[src/rtl/pc_sequencer.sv]
// Program-flow controller: drives the PC register's next value, runs the fetch/execute
// handshake and resolves jump, branch, call/return and halt flow through a small return stack.
module pc_sequencer #(
  parameter int               WIDTH        = 16,
  parameter int               RAS_DEPTH    = 4,
  parameter logic [WIDTH-1:0] RESET_VECTOR = '0
) (
  input  logic             clk,
  input  logic             rst_n,
  input  logic [WIDTH-1:0] pc_cur,
  output logic [WIDTH-1:0] pc_next,
  output logic             imem_req,
  input  logic             imem_ack,
  output logic             instr_valid,
  input  logic [2:0]       op,
  input  logic             cond,
  input  logic [WIDTH-1:0] target,
  input  logic             exec_done,
  input  logic             run,
  output logic             halted,
  output logic             ras_overflow,
  output logic             ras_underflow
);

  localparam int AW = $clog2(RAS_DEPTH);
  localparam int CW = AW + 1;

  localparam logic [2:0] OP_JMP  = 3'd1;
  localparam logic [2:0] OP_BRZ  = 3'd2;
  localparam logic [2:0] OP_CALL = 3'd3;
  localparam logic [2:0] OP_RET  = 3'd4;
  localparam logic [2:0] OP_HALT = 3'd5;

  typedef enum logic [1:0] {IDLE, FETCH, EXEC, HALT} state_t;

  state_t           state_reg, state_next;
  logic [CW-1:0]    count_reg;
  logic [WIDTH-1:0] ras [RAS_DEPTH];
  logic [WIDTH-1:0] pc_inc;
  logic [AW-1:0]    top_idx;
  logic             ras_full, ras_empty;
  logic             push, pop, overflow_set, underflow_set;
  logic             overflow_reg, underflow_reg;

  assign pc_inc    = pc_cur + {{(WIDTH-1){1'b0}}, 1'b1};
  assign ras_full  = (count_reg == CW'(RAS_DEPTH));
  assign ras_empty = (count_reg == '0);
  assign top_idx   = AW'(count_reg - 1'b1);

  always_comb begin
    state_next    = state_reg;
    pc_next       = pc_cur;
    imem_req      = 1'b0;
    instr_valid   = 1'b0;
    push          = 1'b0;
    pop           = 1'b0;
    overflow_set  = 1'b0;
    underflow_set = 1'b0;
    case (state_reg)
      IDLE: begin
        pc_next    = RESET_VECTOR;
        state_next = FETCH;
      end
      FETCH: begin
        imem_req = 1'b1;
        if (imem_ack) begin
          instr_valid = 1'b1;
          state_next  = EXEC;
        end
      end
      EXEC: begin
        if (exec_done) begin
          state_next = (op == OP_HALT) ? HALT : FETCH;
          case (op)
            OP_JMP:  pc_next = target;
            OP_BRZ:  pc_next = cond ? target : pc_inc;
            OP_CALL: begin
              pc_next      = target;
              push         = !ras_full;
              overflow_set = ras_full;
            end
            OP_RET: begin
              if (ras_empty) begin
                pc_next       = pc_inc;
                underflow_set = 1'b1;
              end else begin
                pc_next = ras[top_idx];
                pop     = 1'b1;
              end
            end
            default: pc_next = pc_inc;
          endcase
        end
      end
      HALT: begin
        if (run) state_next = FETCH;
      end
      default: state_next = IDLE;
    endcase
  end

  assign halted        = (state_reg == HALT);
  assign ras_overflow  = overflow_reg;
  assign ras_underflow = underflow_reg;

  always_ff @(posedge clk or negedge rst_n) begin
    if (!rst_n) begin
      state_reg     <= IDLE;
      count_reg     <= '0;
      overflow_reg  <= 1'b0;
      underflow_reg <= 1'b0;
    end else begin
      state_reg <= state_next;
      if (push) count_reg <= count_reg + 1'b1;
      else if (pop) count_reg <= count_reg - 1'b1;
      if (overflow_set)  overflow_reg  <= 1'b1;
      if (underflow_set) underflow_reg <= 1'b1;
    end
  end

  // Stack storage needs no reset: the count alone defines which entries are live.
  for (genvar gi = 0; gi < RAS_DEPTH; gi++) begin : g_ras
    always_ff @(posedge clk) begin
      if (push && count_reg == CW'(gi)) ras[gi] <= pc_inc;
    end
  end

endmodule

[config.mk]
export PLATFORM = sky130hd
export DESIGN_NAME = pc_sequencer
export DESIGN_NICKNAME = d
export VERILOG_FILES = /design/src/rtl/pc_sequencer.sv
export SDC_FILE = /design/constraint.sdc
export NUM_CORES = 1
export LEC_CHECK = 0
export BUFFER_PORTS_ARGS = -buffer_cell sky130_fd_sc_hd__buf_4
export CORE_ASPECT_RATIO = 1.5
export CORE_UTILIZATION = 52
export DETAILED_ROUTE_END_ITERATION = 10
export PLACE_DENSITY_LB_ADDON = 0.08
export SYNTH_ARGS = -nofsm -noshare
export SYNTH_HDL_FRONTEND = slang
export SYNTH_SLANG_ARGS = --single-unit
[constraint.sdc]
create_clock -name clk -period 4.5 [get_ports clk]
set_input_delay 0.225 -clock clk [delete_from_list [all_inputs] [get_ports clk]]
set_output_delay 0.225 -clock clk [all_outputs]
set_load 0.005 [all_outputs]
==> results.py, run 1 <==
metrics = {
    "status": {
        "status": "finished clean",
    },
    "critical_path": {
        "slowest_delay_ps": 670,
        "cp_slowest_cell": "ha_1",
        "arrival_ps": 3060,
        "path_common_cell": "buf_4",
        "critPathRequiredTime_ps": 4280,
        "crit_family": "adder cells",
        "cp_max_fo": 20,
        "worstPathCellList": "buf_4 > inv_1 > ha_1 > mux4_2 > a221oi_1 > o31a_1 > o22ai_1 > buf_4",
        "path_class": "reg2out",
        "start_kind": "register",
        "critPathCaptureType": "primary output",
        "crit_buf_inv": 3,
    },
    "timing": {
        "finalSetupViolations": 0,
        "min_period_over_period_pct": 73.0,
        "fin_crit_ps": 3280,
        "drv_slew": 0,
        "hold_violations": 0,
        "worst_slew_pin_slew_ps": 1100,
        "rsz0062_at_grt": "no",
        "fin_skew_ps": 7.16,
        "whs_ps": 135,
        "setup_ws_ps": 1220,
        "fmax_mhz": 305,
        "setup_tns_ps": 0,
        "slew_headroom_pct": 26.4,
    },
    "placement": {
        "dp_hpwl_um": 6600,
        "dpl_worst_slack_ps": 1580,
        "routabilityCongestion": 0.806,
        "io_buffers": 61,
    },
    "die": {
        "die_x_um": 72.8,
        "die_h_um": 108,
        "num_rows": 38,
        "core_area_um2": 7270,
        "dieArea_um2": 7880,
        "start_util_pct": 53.7,
        "io_pins": 62,
    },
    "yosys": {
        "synthSimpleGateAreaFrac_pct": 11.5,
        "muxShareOfSynthArea_pct": 9.47,
        "postSynthAreaPerCell_um2": 12.9,
        "ys_ff_latch": 71,
        "syn_inst": 304,
        "synth_ff_type": "edfxtp_1",
        "synth.top_cell.area_share_pct": 49.2,
        "synthAdderAreaFrac_pct": 3.84,
        "yosys.area.top_type": "edfxtp_1",
        "synth_xor_area_share_pct": 3.36,
        "synthesis.nets": 357,
        "synth_top_family_by_area": "compound AO/OA/AOI/OAI gates",
        "ys_warn_count": 0,
        "yosysSeqAreaShare_pct": 53.6,
        "yosys-top-cells-area": "edfxtp_1, mux4_2, dfrtp_1, ha_1, nand2_1",
        "synth_compound_area_share_pct": 14.5,
        "synthArstFlopShare_pct": 9.86,
        "syn_area_um2": 3910,
        "synth-edff-count": 64,
        "synthDistinctLibCells": 57,
    },
    "routing": {
        "vias": 2916,
        "vias_per_cell": 6.18,
        "post_drt_wl_per_cell_um": 20.4,
        "drc": 0,
        "ant_nets": 0,
        "wl_um": 9620,
        "drt-initial-drc-count": 248,
        "drtPass1Iterations": 5,
    },
    "clock_tree": {
        "post-cts-setup-buffer-count": 0,
        "root_buffer": "clkbuf_8",
        "cts.path.max_buffers": 2,
        "cts_tree": "done",
        "cts.clk_slew.worst_paths_ps": 80,
        "htree_levels": 3,
        "cts_buffers": 9,
        "clk-insertion-delay-late_ps": 360,
        "clock-sinks": 71,
    },
    "pwr": {
        "finalPower_w": 0.00206,
        "max-vdd-ir-drop_mv": 0.329,
        "leakage_nw": 1.70,
        "power_density_nw_per_um2": 442,
    },
    "final_layout": {
        "drive_gt1_share_pct": 29.3,
        "largest_register_ffs": 64,
        "antenna_cells": 0,
        "n_fill_cell": 591,
        "layout-area-overhead-vs-synth_pct": 19.3,
        "final_cell_mix": "buf_4, edfxtp_1, nand2_1, o21ai_0, mux4_2",
        "final_common_cell": "buf_4",
        "final_nets": 420,
    },
    "grt": {
        "antenna_found_initial": 0,
        "grt_overflow_total": 0,
        "grt_pass1_wl_um": 15200,
        "grt_pass1_vias": 2955,
        "grt_max_degree": 22,
        "track_usage_pct": 27.3,
    },
    "hold_path": {
        "holdCritPathClass": "in2reg",
    },
    "job": {
        "drv_cap": 0,
    },
}
stage by stage:
step	utilization (%)	std cells	cell area (um^2)
CTS	64.1	472	4660
global route	64.1	472	4660
finish	64.1	472	4660
detailed placement	61.4	455	4470
floorplan	-	304	3910
global placement	61.4	455	4470
synth_stat cells, types with 2 or more instances:
master,n
xnor2_1,10
a221o_1,2
o31a_1,3
dfrtp_1,7
a221oi_1,9
clkbuf_1,4
o21ai_0,18
nand4_1,2
ha_1,12
a21o_1,4
mux4_2,16
nand3_1,7
a21oi_1,12
buf_6,2
nand2_1,25
a31oi_1,3
nor3_1,6
o22ai_1,2
a21boi_0,2
edfxtp_1,64
o31ai_1,2
o211ai_1,2
and2_1,2
nand2b_1,9
nor2_1,9
buf_2,9
a32o_1,2
and3_1,3
o32a_1,2
inv_1,14
nor3b_1,2
a32oi_1,4
a22oi_1,6
xor2_1,5
cell families (layout without fill, tap and decap cells):
family                   count (synthesis)  count (layout)
AO/OA/AOI/OAI                           80              80
XOR/XNOR                                15              15
adder cells (fa/ha/maj)                 12              12
buffers and inverters                   31              99
flip-flops                              71              71
multiplexers                            17              17
AND/OR/NAND/NOR                         78              78
cell type report:
class                           instances  area, um^2  area share (%)
Multi-Input combinational cell        202        1680            36.1
Clock buffer                            9         124            2.66
Timing Repair Buffer                   68         513            11.0
Tap cell                              100         125            2.68
Sequential cell                        71        2100            45.0
Clock inverter                          7        63.8            1.37
Inverter                               15        56.3            1.21
metal layers:
layer	GRT usage, %	wire (um)	part of all wire (%)
met1	34.0	3850	40
met2	44.7	4930	51
met3	4.01	548	5.7
met4	16.7	289	3.0
met5	0	0	0
worst paths after layout:
| check | startpoint | end | slack, ps | depth (start not counted) |
|---|---|---|---|---|
| max | count_reg[0]$_DFFE_PN0P_ | pc_next[13] | 1220 | 8 |
| min | op[0] | ras_underflow$_DFFE_PN0P_ | 130 | 2 |
| max reg2reg | count_reg[0]$_DFFE_PN0P_ | ras[3][1]$_DFFE_PP_ | 1680 | 5 |
| min reg2reg | ras_overflow$_DFFE_PN0P_ | ras_overflow$_DFFE_PN0P_ | 470 | 2 |
| max in group asynchronous | rst_n | ras_underflow$_DFFE_PN0P_ | 4160 | 2 |
| min in group asynchronous | rst_n | count_reg[1]$_DFFE_PN0P_ | 210 | 2 |
power breakdown:
part	internal [W]	leakage, nW	switching [W]
sequential	0.000741	0.651	0.0000232
combinational	0.000399	0.952	0.000407
clock	0.000251	0.0924	0.000238
total	0.00139	1.70	0.000668
repair_timing:
item | CTS | global route
hold buffers | 1 | 0
resized for setup | 0 | 0
endpoints found under the hold margin | 7 | 0
endpoints found under the setup margin | 0 | 0
(Power assumes the default switching activity.)
==> inputs of run 2 (changes only) <==
--- a/config.mk
+++ b/config.mk
@@ -5,6 +5,7 @@
 export SDC_FILE = /design/constraint.sdc
 export NUM_CORES = 1
 export LEC_CHECK = 0
+export ABC_AREA = 1
 export BUFFER_PORTS_ARGS = -buffer_cell sky130_fd_sc_hd__buf_4
 export CORE_ASPECT_RATIO = 1.5
 export CORE_UTILIZATION = 52
==> constraint.sdc (replaced) <==
create_clock -name clk -period 3.1 [get_ports clk]
set_input_delay 0.155 -clock clk [delete_from_list [all_inputs] [get_ports clk]]
set_output_delay 0.155 -clock clk [all_outputs]
set_load 0.005 [all_outputs]
==> run 2 against run 1 <==
Compared with the run above:
- via count is 19% higher
- count of clock-buffer cells in the layout unchanged
- critical path type unchanged
- sequential share of layout area is 3.5 points lower
- final cell count up 45%
- non-clock buffer count rose by 1
- flip-flop and latch count unchanged
- area after synthesis rose by 8.3%
==> results.py, run 2 <==
metrics = {
    "critical_path": {
        "reg2reg_setup_slack_ps": 1050,
        "reg2regPathDepth": 7,
        "path_class": "reg2out",
        "cp_slowest_cell": "dfrtp_1",
        "slowest_delay_ps": 390,
        "arrival_ps": 2290,
        "worstPathCellList": "inv_1 > ha_1 > buf_4 > inv_2 > nand3_1 > nand3_1 > nand2_1 > nor2_1 > nand2_1 > nand2_1 > nand2_1 > buf_4",
        "path_common_cell": "nand2_1",
        "start_kind": "register",
        "critPathCaptureType": "primary output",
        "cp_max_fo": 19,
        "critPathRequiredTime_ps": 2940,
    },
    "clock_tree": {
        "post-cts-setup-buffer-count": 0,
        "clk-insertion-delay-late_ps": 330,
        "cts_tree": "done",
        "htree_levels": 3,
        "cts.clk_slew.worst_paths_ps": 60,
        "cts_buffers": 9,
        "clock-sinks": 71,
        "root_buffer": "clkbuf_16",
        "cts.path.max_buffers": 2,
        "cts_resized": 0,
    },
    "routing": {
        "vias": 3483,
        "post_drt_wl_per_cell_um": 13.9,
        "ant_nets": 0,
        "vias_per_cell": 5.10,
        "drt-initial-drc-count": 322,
        "drc": 0,
        "wl_um": 9520,
        "drtPass1Iterations": 5,
    },
    "timing": {
        "min_period_over_period_pct": 79.0,
        "worst_slew_pin_slew_ps": 776,
        "setup_tns_ps": 0,
        "fin_skew_ps": 7.99,
        "slew_headroom_pct": 48.1,
        "drv_slew": 0,
        "hold_violations": 0,
        "rsz0062_at_grt": "no",
        "fmax_mhz": 409,
        "fin_crit_ps": 2450,
        "finalSetupViolations": 0,
    },
    "placement": {
        "dp_hpwl_um": 7160,
        "routabilityCongestion": 0.885,
        "dp.cells": 667,
        "io_buffers": 61,
    },
    "final_layout": {
        "layout-area-overhead-vs-synth_pct": 19.4,
        "multi_input_area_um2": 1840,
        "largest_register_ffs": 64,
        "drive_gt1_share_pct": 18.2,
        "final_nets": 630,
        "final_cell_count_no_fill": 683,
        "antenna_cells": 0,
        "final_common_cell": "nand2_1",
        "final-seq-area_um2": 2100,
        "final_cell_mix": "nand2_1, nand3_1, buf_4, edfxtp_1, inv_1",
        "n_fill_cell": 672,
    },
    "yosys": {
        "synthesis.nets": 566,
        "syn_inst": 513,
        "synth_most_common_cell": "nand2_1",
        "ys_warn_count": 0,
        "synthDistinctLibCells": 35,
        "synth-edff-count": 64,
        "synth_common_cells": "nand2_1, nand3_1, edfxtp_1, inv_1, nor2_1",
        "yosys-top-cells-area": "edfxtp_1, nand2_1, nand3_1, dfrtp_1, inv_1",
        "yosysSeqAreaShare_pct": 49.5,
        "ys_ff_latch": 71,
        "synthArstFlopShare_pct": 9.86,
        "syn_area_um2": 4230,
        "postSynthAreaPerCell_um2": 8.25,
        "yosys.area.top_type": "edfxtp_1",
        "synth.top_cell.area_share_pct": 45.4,
        "synth_ff_type": "edfxtp_1",
    },
    "pwr": {
        "power_density_nw_per_um2": 673,
        "pwr-share-comb_pct": 39.1,
        "p_switching_w": 0.00121,
        "seq_power_share_pct": 32.9,
        "power_frac_clock_pct": 28.0,
        "p_int_w": 0.00219,
        "max-vdd-ir-drop_mv": 0.466,
        "switching_share_pct": 35.6,
        "leakage_nw": 2.33,
    },
    "job": {
        "drv_cap": 0,
    },
    "die": {
        "die_x_um": 75.7,
        "core_area_um2": 7760,
        "dieArea_um2": 8510,
        "die_h_um": 113,
        "num_rows": 39,
        "io_pins": 62,
        "start_util_pct": 54.6,
    },
    "grt": {
        "track_usage_pct": 24.9,
        "grt_pass1_vias": 3162,
        "antenna_found_initial": 0,
        "grt_pass1_wl_um": 15600,
        "grt_max_degree": 35,
        "grt_overflow_total": 0,
    },
    "status": {
        "status": "finished clean",
    },
    "hold_path": {
        "holdCritPathClass": "in2async",
    },
}
[run 2: changes by cell type after synthesis, moves of 12 or more]
cell | previous run | this run
nor2_1 | 9 | 27
nand3_1 | 7 | 68
mux4_2 | 16 | 0
inv_1 | 14 | 43
nand2_1 | 25 | 203
o21ai_0 | 18 | 6
[run 2: cell type report]
cell class	count	area share [%]
Clock buffer	9	4.46
Sequential cell	71	41.5
Multi-Input combinational cell	376	36.4
Clock inverter	6	1.04
Timing Repair Buffer	69	10.3
Inverter	50	3.76
Tap cell	102	2.53
[run 2: power by group through the flow]
stage / Clock, W / Sequential, W / Combinational [W]
after floorplan: 0 / 0.00114 / 0.000896
after global placement: 0 / 0.00114 / 0.00131
after detailed placement: 0 / 0.00114 / 0.00133
after CTS: 0.000965 / 0.00112 / 0.00134
after global routing: 0.00100 / 0.00112 / 0.00150
final: 0.000953 / 0.00112 / 0.00133
[run 2: worst paths after layout]
| kind | end | start |
|---|---|---|
| min in group clk | ras_underflow$_DFFE_PN0P_ | exec_done |
| max in group asynchronous | count_reg[0]$_DFFE_PN0P_ | rst_n |
| min | state_reg[0]$_DFFE_PN0P_ | rst_n |
| max | pc_next[14] | count_reg[1]$_DFFE_PN0P_ |
| min reg2reg | ras_overflow$_DFFE_PN0P_ | ras_overflow$_DFFE_PN0P_ |
| max reg2reg | ras[1][9]$_DFFE_PP_ | state_reg[0]$_DFFE_PN0P_ |
[run 2: logic make-up after synthesis]
kind of cell             Yosys count  share of synthesized area (%)
XOR/XNOR                           7                           1.45
flip-flops                        71                           49.5
adder cells (fa/ha/maj)           12                           3.55
buffers and inverters             66                           6.98
AO/OA/AOI/OAI                     32                           4.35
AND/OR/NAND/NOR                  325                           34.1
[run 2: metrics by stage]
step | power, W | area (um^2) | utilization (%) | setup WS (ps) | hold WS, ps
final | 0.00340 | 5050 | 65.1 | 653 | 181
after global routing | 0.00363 | 5050 | 65.1 | 447 | 199
after CTS | 0.00342 | 5050 | 65.1 | 651 | 175
after detailed placement | 0.00247 | 4770 | 61.4 | 1010 | -22.9
after global placement | 0.00245 | 4770 | 61.4 | 1050 | -24.8
after floorplan | 0.00203 | 4230 | - | 691 | -141
[run 2: routing by layer]
metal  vias up  track usage [%]  wire (um)
met3        10             4.76        428
li1       1798                -          -
met4         0             8.52        132
met1      1576             35.9       4460
met2        99             37.3       4510
met5         -                0          0
[run 2: critical path: cells and delay by family, from the launching register on]
| kind | cells | cell delay, ps |
|---|---|---|
| adders and majority gates | 1 | 270 |
| DFF | 1 | 390 |
| and+or+nand+nor | 7 | 610 |
| buffers and inverters | 4 | 680 |
[run 2: what timing repair did]
action | 4_1_cts | 5_1_grt
hold endpoints to repair | 7 | 0
setup endpoints to repair | 0 | 0
hold buffers | 1 | 0
==> inputs of run 3 (changes only) <==
==> constraint.sdc (replaced) <==
create_clock -name clk -period 2.25 [get_ports clk]
set_input_delay 0.1125 -clock clk [delete_from_list [all_inputs] [get_ports clk]]
set_output_delay 0.1125 -clock clk [all_outputs]
set_load 0.005 [all_outputs]
==> run 3 against run 2 <==
Compared with the run above:
- power rose by 42%
- clock power increased by 40%
- utilization rose by 0.73 points
- count of clock-buffer cells in the layout rose by 2
- setup slack lost 480 ps
- critical path type unchanged
- first-iteration DRC count fell by 25%
- sequential power is 38% higher
- register-to-register slack got worse by 720 ps
- critical endpoint is now pc_next[1]
- combinational power increased by 47%
- critical path depth shrank 3
- largest cell class unchanged
- highest routed layer unchanged
==> results.py, run 3 (same netlist as run 2, synthesis figures left out) <==
metrics = {
    "status": {
        "status": "finished clean",
    },
    "final_layout": {
        "n_fill_cell": 678,
        "layout-area-overhead-vs-synth_pct": 20.7,
        "final_nets": 633,
        "antenna_cells": 0,
        "largest_register_ffs": 64,
        "drive_gt1_share_pct": 18.8,
        "final_common_cell": "nand2_1",
        "final_cell_mix": "nand2_1, buf_4, nand3_1, edfxtp_1, inv_1",
        "final_cell_area_um2": 5110,
    },
    "grt": {
        "track_usage_pct": 25.4,
        "grt_pass1_vias": 3322,
        "grt_pass1_wl_um": 16000,
        "gr-usage-met3_pct": 5.12,
        "grt_overflow_total": 0,
        "grt_max_degree": 35,
        "antenna_found_initial": 0,
        "globalRoute.busiestLayer": "met2",
        "grt_use_met1_pct": 35.5,
        "grtUsageMet2_pct": 39.3,
    },
    "timing": {
        "fmax_mhz": 481,
        "drv_slew": 0,
        "slew_headroom_pct": 68.9,
        "hold_violations": 0,
        "whs_ps": 136,
        "setup_tns_ps": 0,
        "rsz0062_at_grt": "no",
        "min_period_over_period_pct": 92.4,
        "fin_crit_ps": 2080,
        "worst_slew_pin_slew_ps": 466,
        "finalSetupViolations": 0,
        "fin_skew_ps": 7.93,
    },
    "pwr": {
        "p_int_w": 0.00312,
        "leakage_nw": 2.34,
        "power_frac_clock_pct": 27.6,
        "switching_share_pct": 35.4,
        "seq_power_share_pct": 31.9,
        "p_switching_w": 0.00171,
        "finalPower_w": 0.00483,
        "pwr-share-comb_pct": 40.5,
        "max-vdd-ir-drop_mv": 0.636,
        "power_density_nw_per_um2": 945,
    },
    "clock_tree": {
        "cts_tree": "done",
        "htree_levels": 3,
        "clk-insertion-delay-late_ps": 330,
        "cts_buffers": 9,
        "cts.path.max_buffers": 2,
        "clock-sinks": 71,
        "root_buffer": "clkbuf_16",
        "cts.clk_slew.worst_paths_ps": 60,
    },
    "die": {
        "core_area_um2": 7760,
        "dieArea_um2": 8510,
        "start_util_pct": 54.6,
        "die_h_um": 113,
        "num_rows": 39,
        "die_x_um": 75.7,
        "io_pins": 62,
    },
    "job": {
        "drv_cap": 0,
    },
    "critical_path": {
        "cp_max_fo": 17,
        "critPathRequiredTime_ps": 2140,
        "arrival_ps": 1970,
        "path_class": "reg2out",
        "start_kind": "register",
        "critPathCaptureType": "primary output",
    },
    "routing": {
        "post_drt_wl_per_cell_um": 14.2,
        "drtPass1Iterations": 7,
        "ant_nets": 0,
        "wl_um": 9780,
        "drc": 0,
        "vias": 3536,
        "drt-initial-drc-count": 241,
        "vias_per_cell": 5.15,
    },
    "placement": {
        "dp_hpwl_um": 7370,
        "dpl_cell_area_um2": 4790,
        "routabilityCongestion": 0.870,
        "io_buffers": 61,
    },
    "hold_path": {
        "holdCritPathClass": "in2async",
    },
}
run 3: changes by cell type in the layout (fill, tap and decap cells not counted):
| cell | before | now |
|---|---|---|
| ha_1 | 12 | 11 |
| clkbuf_1 | 0 | 2 |
| clkinv_4 | 0 | 1 |
| clkinv_1 | 2 | 1 |
| inv_2 | 6 | 5 |
| ha_4 | 0 | 1 |
| buf_4 | 68 | 70 |
| buf_12 | 0 | 1 |
run 3: metal layers:
layer | routed length [um] | share of wire [%]
met5 | 0 | 0
met4 | 100 | 1.0
met3 | 516 | 5.3
met2 | 4660 | 48
met1 | 4510 | 46
run 3: cell type report:
type | instances | area (um^2) | area share (%)
flip-flops and latches | 71 | 2100 | 41.0
multi-input cells | 376 | 1850 | 36.3
repair buffers | 72 | 556 | 10.9
clock buffers | 11 | 233 | 4.55
inverters | 50 | 195 | 3.82
well taps | 102 | 128 | 2.50
clock inverters | 5 | 48.8 | 0.955
run 3: final timing paths:
check	slack [ps]	cells after the start	from	endpoint
setup / recovery	170	9	count_reg[1]$_DFFE_PN0P_	pc_next[1]
hold / removal	140	2	rst_n	state_reg[1]$_DFFE_PN0P_
setup reg to reg	330	7	state_reg[0]$_DFFE_PN0P_	ras[1][12]$_DFFE_PP_
hold reg to reg	500	1	ras_underflow$_DFFE_PN0P_	ras_underflow$_DFFE_PN0P_
max in group asynchronous	1990	2	rst_n	count_reg[0]$_DFFE_PN0P_
min in group clk	160	3	exec_done	ras_underflow$_DFFE_PN0P_
run 3: timing repair:
action                     4_1_cts  5_1_grt
resized for setup                0        7
buffers inserted                 0        0
setup endpoints to repair        0       14
hold buffers                     1        0
hold endpoints to repair         7        0
run 3: power groups by stage:
| stage | Clock (W) | Sequential (W) | Combinational [W] |
|---|---|---|---|
| after global routing | 0.00141 | 0.00155 | 0.00220 |
| after global placement | 0 | 0.00157 | 0.00184 |
| final | 0.00133 | 0.00154 | 0.00196 |
| after floorplan | 0 | 0.00157 | 0.00123 |
| after CTS | 0.00135 | 0.00154 | 0.00188 |
| after detailed placement | 0 | 0.00157 | 0.00187 |
run 3: stage by stage:
step	utilization [%]	std cells	setup WS, ps
floorplan	-	513	-159
global placement	61.7	670	360
detailed placement	61.7	670	328
CTS	65.5	687	22.0
global route	65.9	687	6.51
finish	65.9	687	170
run 3: worst max-delay path, cell delays in order (launching register included):
cell	delay, ps
dfrtp_1	380
inv_1	110
ha_4	320
clkinv_4	130
nand3_1	140
nand3_1	120
nand2_1	110
a21oi_2	40
o21ai_1	140
buf_4	140
